[config.mk]
export PLATFORM = sky130hd
export DESIGN_NAME = axi_lite_master
export DESIGN_NICKNAME = d
export VERILOG_FILES = /design/src/rtl/axil_pkg.sv /design/src/rtl/axil_mst_watchdog.sv /design/src/rtl/axi_lite_master.sv
export SDC_FILE = /design/constraint.sdc
export NUM_CORES = 1
export LEC_CHECK = 0
export BUFFER_PORTS_ARGS = -buffer_cell sky130_fd_sc_hd__buf_2
export CORE_UTILIZATION = 45
export CTS_CLUSTER_SIZE = 24
export DETAILED_ROUTE_END_ITERATION = 7
export GPL_ROUTABILITY_DRIVEN = 0
export PLACE_DENSITY_LB_ADDON = 0.2
export SETUP_SLACK_MARGIN = 0.5
export SYNTH_ARGS = -nofsm -noshare
export SYNTH_HDL_FRONTEND = slang
export SYNTH_SLANG_ARGS = --single-unit
export TNS_END_PERCENT = 1
[constraint.sdc]
create_clock -name ACLK -period 1.97 [get_ports ACLK]
set_input_delay 0 -clock ACLK [delete_from_list [all_inputs] [get_ports ACLK]]
set_output_delay 0 -clock ACLK [all_outputs]
set_load 0.03 [all_outputs]
[src/rtl/axil_pkg.sv]
// Shared types and defaults for the AXI4-Lite master and its watchdog.
package axil_pkg;

  localparam int AXIL_ADDR_W  = 4;
  localparam int AXIL_DATA_W  = 32;
  localparam int AXIL_TIMEOUT = 256;

  typedef enum logic [2:0] {
    ST_IDLE    = 3'd0,
    ST_WR_AW_W = 3'd1,
    ST_WR_B    = 3'd2,
    ST_RD_AR   = 3'd3,
    ST_RD_R    = 3'd4,
    ST_RSP     = 3'd5
  } axil_mst_state_t;

  function automatic int strb_width(input int dw);
    return dw / 8;
  endfunction

endpackage

[src/rtl/axil_mst_watchdog.sv]
// Per-state wait watchdog: a down-counter reloaded whenever the master changes
// state; expired is high during the TIMEOUT_CYCLES-th consecutive cycle spent
// in a single wait state.
module axil_mst_watchdog
  import axil_pkg::*;
#(
  parameter int TIMEOUT_CYCLES = AXIL_TIMEOUT
) (
  input  logic            ACLK,
  input  logic            ARESETn,
  input  axil_mst_state_t state,
  output logic            expired
);

  localparam int CW = $clog2(TIMEOUT_CYCLES + 1);
  localparam logic [CW-1:0] LOAD = CW'(TIMEOUT_CYCLES - 1);

  axil_mst_state_t state_q;
  logic [CW-1:0]   cnt_q;
  logic [CW-1:0]   remaining;
  logic            waiting;

  // First cycle in a new state starts from a full count.
  assign remaining = (state != state_q) ? LOAD : cnt_q;
  assign waiting   = state inside {ST_WR_AW_W, ST_WR_B, ST_RD_AR, ST_RD_R};
  assign expired   = waiting && (remaining == '0);

  // Track the previous state and count down, holding at terminal count.
  always_ff @(posedge ACLK or negedge ARESETn) begin
    if (!ARESETn) begin
      state_q <= ST_IDLE;
      cnt_q   <= '0;
    end else begin
      state_q <= state;
      cnt_q   <= (remaining == '0) ? '0 : remaining - 1'b1;
    end
  end

endmodule

[src/rtl/axi_lite_master.sv]
// AXI4-Lite initiator: one single-beat command at a time from the cmd port,
// executed as AW/W/B or AR/R, with the result returned on the rsp port.
// Optional watchdog abort on stalled wait phases: define AXIL_MST_TIMEOUT_EN.
module axi_lite_master
  import axil_pkg::*;
#(
  parameter int ADDR_WIDTH     = AXIL_ADDR_W,
  parameter int DATA_WIDTH     = AXIL_DATA_W,
  parameter int TIMEOUT_CYCLES = AXIL_TIMEOUT
) (
  input  logic                              ACLK,
  input  logic                              ARESETn,
  input  logic                              cmd_valid,
  output logic                              cmd_ready,
  input  logic                              cmd_write,
  input  logic [ADDR_WIDTH-1:0]             cmd_addr,
  input  logic [DATA_WIDTH-1:0]             cmd_wdata,
  input  logic [strb_width(DATA_WIDTH)-1:0] cmd_wstrb,
  output logic                              rsp_valid,
  input  logic                              rsp_ready,
  output logic                              rsp_write,
  output logic [DATA_WIDTH-1:0]             rsp_rdata,
  output logic                              rsp_timeout,
  output logic [ADDR_WIDTH-1:0]             AWADDR,
  output logic                              AWVALID,
  input  logic                              AWREADY,
  output logic [DATA_WIDTH-1:0]             WDATA,
  output logic [strb_width(DATA_WIDTH)-1:0] WSTRB,
  output logic                              WVALID,
  input  logic                              WREADY,
  input  logic                              BVALID,
  output logic                              BREADY,
  output logic [ADDR_WIDTH-1:0]             ARADDR,
  output logic                              ARVALID,
  input  logic                              ARREADY,
  input  logic [DATA_WIDTH-1:0]             RDATA,
  input  logic                              RVALID,
  output logic                              RREADY
);

  axil_mst_state_t state;
  logic            wr_q;
  logic            aw_hs;
  logic            w_hs;

`ifdef AXIL_MST_TIMEOUT_EN
  logic wd_expired;

  axil_mst_watchdog #(
    .TIMEOUT_CYCLES (TIMEOUT_CYCLES)
  ) u_watchdog (
    .ACLK    (ACLK),
    .ARESETn (ARESETn),
    .state   (state),
    .expired (wd_expired)
  );
`else
  assign rsp_timeout = 1'b0;
`endif

  assign aw_hs = AWVALID && AWREADY;
  assign w_hs  = WVALID && WREADY;

  // Transaction sequencer; every output is registered so nothing on cmd_*
  // reaches the AXI pins combinationally.
  always_ff @(posedge ACLK or negedge ARESETn) begin
    if (!ARESETn) begin
      state     <= ST_IDLE;
      cmd_ready <= 1'b0;
      wr_q      <= 1'b0;
      AWADDR    <= '0;
      AWVALID   <= 1'b0;
      WDATA     <= '0;
      WSTRB     <= '0;
      WVALID    <= 1'b0;
      BREADY    <= 1'b0;
      ARADDR    <= '0;
      ARVALID   <= 1'b0;
      RREADY    <= 1'b0;
      rsp_valid <= 1'b0;
      rsp_write <= 1'b0;
      rsp_rdata <= '0;
`ifdef AXIL_MST_TIMEOUT_EN
      rsp_timeout <= 1'b0;
`endif
    end
`ifdef AXIL_MST_TIMEOUT_EN
    else if (wd_expired) begin
      AWVALID     <= 1'b0;
      WVALID      <= 1'b0;
      BREADY      <= 1'b0;
      ARVALID     <= 1'b0;
      RREADY      <= 1'b0;
      rsp_valid   <= 1'b1;
      rsp_write   <= wr_q;
      rsp_rdata   <= '0;
      rsp_timeout <= 1'b1;
      state       <= ST_RSP;
    end
`endif
    else begin
      case (state)
        ST_IDLE: begin
          if (cmd_valid && cmd_ready) begin
            cmd_ready <= 1'b0;
            wr_q      <= cmd_write;
            if (cmd_write) begin
              AWADDR  <= cmd_addr;
              WDATA   <= cmd_wdata;
              WSTRB   <= cmd_wstrb;
              AWVALID <= 1'b1;
              WVALID  <= 1'b1;
              state   <= ST_WR_AW_W;
            end else begin
              ARADDR  <= cmd_addr;
              ARVALID <= 1'b1;
              state   <= ST_RD_AR;
            end
          end else begin
            cmd_ready <= 1'b1;
          end
        end
        ST_WR_AW_W: begin
          if (aw_hs) AWVALID <= 1'b0;
          if (w_hs)  WVALID  <= 1'b0;
          if ((!AWVALID || aw_hs) && (!WVALID || w_hs)) begin
            BREADY <= 1'b1;
            state  <= ST_WR_B;
          end
        end
        ST_WR_B: begin
          if (BVALID && BREADY) begin
            BREADY    <= 1'b0;
            rsp_valid <= 1'b1;
            rsp_write <= 1'b1;
            rsp_rdata <= '0;
            state     <= ST_RSP;
          end
        end
        ST_RD_AR: begin
          if (ARVALID && ARREADY) begin
            ARVALID <= 1'b0;
            RREADY  <= 1'b1;
            state   <= ST_RD_R;
          end
        end
        ST_RD_R: begin
          if (RVALID && RREADY) begin
            RREADY    <= 1'b0;
            rsp_valid <= 1'b1;
            rsp_write <= 1'b0;
            rsp_rdata <= RDATA;
            state     <= ST_RSP;
          end
        end
        ST_RSP: begin
          if (rsp_ready) begin
            rsp_valid <= 1'b0;
            cmd_ready <= 1'b1;
`ifdef AXIL_MST_TIMEOUT_EN
            rsp_timeout <= 1'b0;
`endif
            state     <= ST_IDLE;
          end
        end
        default: state <= ST_IDLE;
      endcase
    end
  end

endmodule

==> results of run 1 <==
## registers in the layout, summed over array words and instances, names as in the netlist, 3 cells and up
signal / flops
WDATA: 32
state: 3
AWADDR: 4
WSTRB: 4
ARADDR: 4
rsp_rdata: 32
## placed cells by master (no fill, tap or decap), types with 3 or more instances in the layout
cell type      count
buf_12             3
dlygate4sd3_1     80
mux2_1            44
nand2b_1           3
o21ai_2           29
a21o_1             3
buf_4             18
o21ai_1            3
dfrtp_1           85
nand2_1           39
o21ai_0           33
nand3_1            3
buf_2            164
inv_1              5
clkbuf_8          11
## final cells by class
type	instances	share of cell area
clock buffers	11	0.0261
clock inverters	5	0.00711
inverters	5	0.00323
multi-input cells	186	0.242
flip-flops and latches	87	0.376
well taps	102	0.0220
repair buffers	268	0.324
## cell families (layout without fill, tap and decap cells)
logic type,after synthesis,in the layout,share of synthesized area
other,1,1,0.00101
buffers and inverters,26,289,0.0411
and+or+nand+nor,57,57,0.0724
DFF,87,87,0.586
muxes,46,46,0.139
AOI/OAI and AO/OA,82,82,0.160
## power breakdown
group | leakage [nW] | switching, W | total (W) | internal (W)
clock | 0.0922 | 0.000655 | 0.00119 | 0.000536
sequential | 1.19 | 0 | 0.00178 | 0.00178
combinational | 1.82 | 0.0000885 | 0.000256 | 0.000168
## metal layers
metal  GRT usage  up-vias
li1            -     1551
met5           0        -
met3      0.0427       12
met1       0.289     1538
met2       0.428       98
met4      0.0821        0
## final timing paths
kind / startpoint / end / depth (start not counted)
setup / recovery: state[2] / state[0] / 6
hold / removal: cmd_write / ARVALID / 3
setup reg to reg: state[2] / state[0] / 6
hold reg to reg: WSTRB[0] / WSTRB[0] / 1
max in group asynchronous: ARESETn / BREADY / 3
min in group asynchronous: ARESETn / WDATA[7] / 2
## critical path, cell delays in order, from the launching register on
cell	delay [ns]
dfrtp_1	0.41
buf_6	0.13
buf_4	0.13
nor2b_1	0.07
a21o_1	0.18
a2111oi_4	0.36
mux2_1	0.36
## timing repair
action,CTS,global route
hold endpoints to repair,170,0
resized for setup,8,0
pin swaps,3,0
endpoints found under the setup margin,85,85
cloned,2,0
setup buffers,9,0
hold buffers,80,0
## per-stage QoR
stage	instance area, µm²	hold WS [ns]	utilization	worst slack (ns)	total power [W]
finish	5800	0.0492	0.740	0.224	0.00323
CTS	5800	0.0310	0.740	0.232	0.00326
detailed placement	4670	-0.0495	0.595	0.112	0.00195
global placement	4670	-0.0571	0.595	0.168	0.00195
floorplan	3720	-0.296	-	0.333	0.00183
global route	5800	0.0464	0.740	0.145	0.00336
==> results.ini, run 1 <==
[job]
drv_cap = 0

[synth]
yosysMostFrequentCell = dfrtp_1
ys_seq_elements = 87
synth_cells = 299
syn_avg_cell_area_um2 = 12.4
synth_warnings = 0
yosysUniqueCellTypes = 35
synthTopCellsByArea = dfrtp_1 (59%), mux2_1 (14%), o21ai_2 (6.8%), o21ai_0 (4.4%), nand2_1 (3.9%)
synth_top_area_cell = dfrtp_1
yosys-top-cells-count = dfrtp_1 (87), mux2_1 (46), nand2_1 (39), o21ai_0 (33), o21ai_2 (29)
synth_top_area_share = 0.586
synthArstFlopShare = 1.00
ys_seq_area_frac = 0.586
synth_edf_count = 0
syn_nets = 381
syn_area_um2 = 3710
ys.flop_type = dfrtp_1

[critical_path]
r2r_slack_ns = 0.22
path_class = flop to flop
cp.required_ns = 2.21
path_max_fanout = 6
start_kind = flop
critPathCaptureType = flop
crit_arrival_ns = 1.98

[pwr]
p_per_area_nw_per_um2 = 557
ir_drop_mv = 0.542
p_leak_nw = 3.10

[die]
pin_count = 167
core.rowCount = 32
die_y_um = 92.8
start_util = 0.473
fp.dieW_um = 92.8
dieArea_um2 = 8620
core-area_um2 = 7850

[clock_tree]
clockBufferDepth = 2
h-tree-depth = 3
clock_sinks = 87
clk_latency_ns = 0.35
cts_made_buffers = 9
cts_tree = built
cts.root.buffer_cell = clkbuf_8
clk_pin_slew_worst_paths_ns = 0.09

[global_routing]
grt_remaining_overflow = 0
grt_pass1_wl_mm = 16.1
antenna_found_initial = 0
grt_usage = 0.239
grt_start_max_net_pins = 43
grt_pass1_vias = 3416

[place]
dpl.hpwl_mm = 5.97
port_buffers = 165
place_inst = 557

[finish]
fillCellCount = 568
multiInputGateArea_um2 = 1400
drive_above_1_share = 0.438
nets = 639
seqCellArea_um2 = 2180
instances_no_fill = 664
area_growth_pct = 56.3
num_antenna_cells = 0

[route]
wl_met3_um = 441
wl_met1_mm = 4.10
wirelength_mm = 9.88
wl_per_cell_um = 14.9
via_per_inst = 4.82
dr.pass1.iters = 4
ant_nets = 0
drt-initial-drc-count = 90
highest_layer = met4
routed-wl-met2_mm = 5.21
drc = 0
vias = 3199

[sta]
clock_skew_ns = 0.00864
setup_violations = 0
hold_viol = 0
slew_violations = 0
fin_crit_ns = 1.75
rsz0062_at_grt = true
fmax_mhz = 573
setup_tns_ns = 0
finalCritPeriodShare = 0.886

[run_status]
status = completed

[min_path]
hold_path_class = input pin to flop

Power figures use the tool's default switching activity.
==> run 2: changes to the inputs <==
--- a/config.mk
+++ b/config.mk
@@ -6,6 +6,7 @@
 export NUM_CORES = 1
 export LEC_CHECK = 0
 export BUFFER_PORTS_ARGS = -buffer_cell sky130_fd_sc_hd__buf_2
+export CORE_MARGIN = 5
 export CORE_UTILIZATION = 45
 export CTS_CLUSTER_SIZE = 24
 export DETAILED_ROUTE_END_ITERATION = 7
==> constraint.sdc (replaced) <==
create_clock -name ACLK -period 1.97 [get_ports ACLK]
set_input_delay 0.394 -clock ACLK [delete_from_list [all_inputs] [get_ports ACLK]]
set_output_delay 0.394 -clock ACLK [all_outputs]
set_load 0.03 [all_outputs]
==> run 2 against run 1 <==
Against the previous run: sequential cell count did not move; via count fell by 8.7%; fmax fell by 2.7%; setup slack got worse by 0.048 ns; clock power barely moved.
==> results.ini, run 2 (synthesized netlist as in run 1, its figures left out) <==
[sta]
clock_skew_ns = 0.0136
fmax_mhz = 558
setup_tns_ns = 0
worst_slack_ns = 0.177
hold_viol = 0
rsz0062_at_grt = true
slew_violations = 0
fin_crit_ns = 1.79
setup_violations = 0
finalCritPeriodShare = 0.910

[clock_tree]
cts_tree = built
cts_made_buffers = 9
clk_latency_ns = 0.35
cts.root.buffer_cell = clkbuf_8
clockBufferDepth = 2
clk_pin_slew_worst_paths_ns = 0.08
h-tree-depth = 3
clock_sinks = 87

[place]
dpl.hpwl_mm = 6.77
place_inst = 562
port_buffers = 165
pre_cts_slack_ns = 0.188

[finish]
instances_no_fill = 590
fillCellCount = 695
final_common_cell = buf_2
mostFrequentLayoutCells = buf_2 (164), dfrtp_1 (85), mux2_1 (44)
reg_top3 = WDATA (32), rsp_rdata (32)
area_growth_pct = 34.5
post-route-util = 0.614
num_antenna_cells = 0
drive_above_1_share = 0.507
nets = 563

[job]
drv_cap = 0

[route]
wirelength_mm = 9.23
wl_per_cell_um = 15.7
ant_nets = 0
dr.pass1.iters = 4
via_per_inst = 4.95
drt-initial-drc-count = 81
vias = 2921
drc = 0

[pwr]
ir_drop_mv = 0.346
power_w = 0.00308
p_per_area_nw_per_um2 = 617
p_leak_nw = 2.77

[die]
start_util = 0.457
dieArea_um2 = 10200
die_y_um = 101
pin_count = 167
core.rowCount = 33
core-area_um2 = 8130
fp.dieW_um = 101

[critical_path]
max_stage_delay_ns = 0.47
start_kind = flop
cp.required_ns = 2.20
r2r_cells = 4
r2r-start = state[2]
crit_arrival_ns = 2.02
crit_chain = nor3b_4, a22o_4, a2111oi_4, mux2_4
path_class = flop to flop
r2r_slack_ns = 0.18
critPathCaptureType = flop
reg2reg_to = state[0]
slowest_stage = dfrtp_2
path_max_fanout = 7

[global_routing]
antenna_found_initial = 0
grt_start_max_net_pins = 38
grt_usage = 0.188
grt_remaining_overflow = 0
grt_pass1_wl_mm = 15.0
grt_pass1_vias = 3158

[run_status]
status = completed

[min_path]
holdPathEnd = AWVALID
hp-start = AWREADY
hold_path_class = input pin to flop
hold_depth = 2

run 2: worst max-delay path by stage:
stage / startpoint / endpoint / slack [ns] / cells past startpoint
3_5_place_dp: state[1] / state[0] / 0.19 / 5
6_report: state[2] / state[0] / 0.18 / 4
4_1_cts: state[1] / state[0] / 0.18 / 5
3_3_place_gp: state[1] / state[1] / 0.24 / 5
5_1_grt: state[2] / state[0] / 0.11 / 4
2_1_floorplan: state[2] / state[0] / 0.33 / 5
run 2: stage by stage:
stage | hold slack (ns) | area [µm²]
2_1_floorplan | 0.0984 | 3720
3_3_place_gp | 0.380 | 4670
3_5_place_dp | 0.377 | 4670
4_1_cts | 0.232 | 4970
5_1_grt | 0.249 | 4990
6_report | 0.252 | 4990
run 2: what timing repair did:
action                                  in CTS  in global routing
pin swaps                                    3                  3
hold buffers                                 1                  0
setup buffers                                8                  3
gates cloned                                 1                  0
endpoints found under the hold margin        9                  0
endpoints found under the setup margin      83                 85
resized for setup                           12                  0
run 2: per-layer routing:
layer / global-route usage / up-vias / share of wire
met4: 0.0922 / 0 / 0.028
met5: 0 / - / 0
met3: 0.0374 / 24 / 0.076
li1: - / 1399 / -
met1: 0.229 / 1394 / 0.40
met2: 0.317 / 104 / 0.50
run 2: area by class of cell:
| cell class | count | area (µm²) | share of cell area |
|---|---|---|---|
| Sequential cell | 87 | 2180 | 0.436 |
| Multi-Input combinational cell | 186 | 1410 | 0.282 |
| Timing Repair Buffer | 192 | 1080 | 0.216 |
| Clock buffer | 11 | 131 | 0.0263 |
| Tap cell | 105 | 131 | 0.0263 |
| Clock inverter | 4 | 47.5 | 0.00952 |
| Inverter | 5 | 18.8 | 0.00376 |
run 2: worst max-delay path: cells and delay by family (launching register included):
kind | cells | cell delay, ns
compound gates | 2 | 0.68
flops | 1 | 0.47
mux | 1 | 0.35
simple gates | 1 | 0.19
run 2: power by group:
part	switching [W]	internal, W	total [W]
Sequential	0	0.00178	0.00178
Clock	0.000590	0.000576	0.00117
Combinational	0.0000645	0.0000654	0.000130
Total	0.000654	0.00243	0.00308
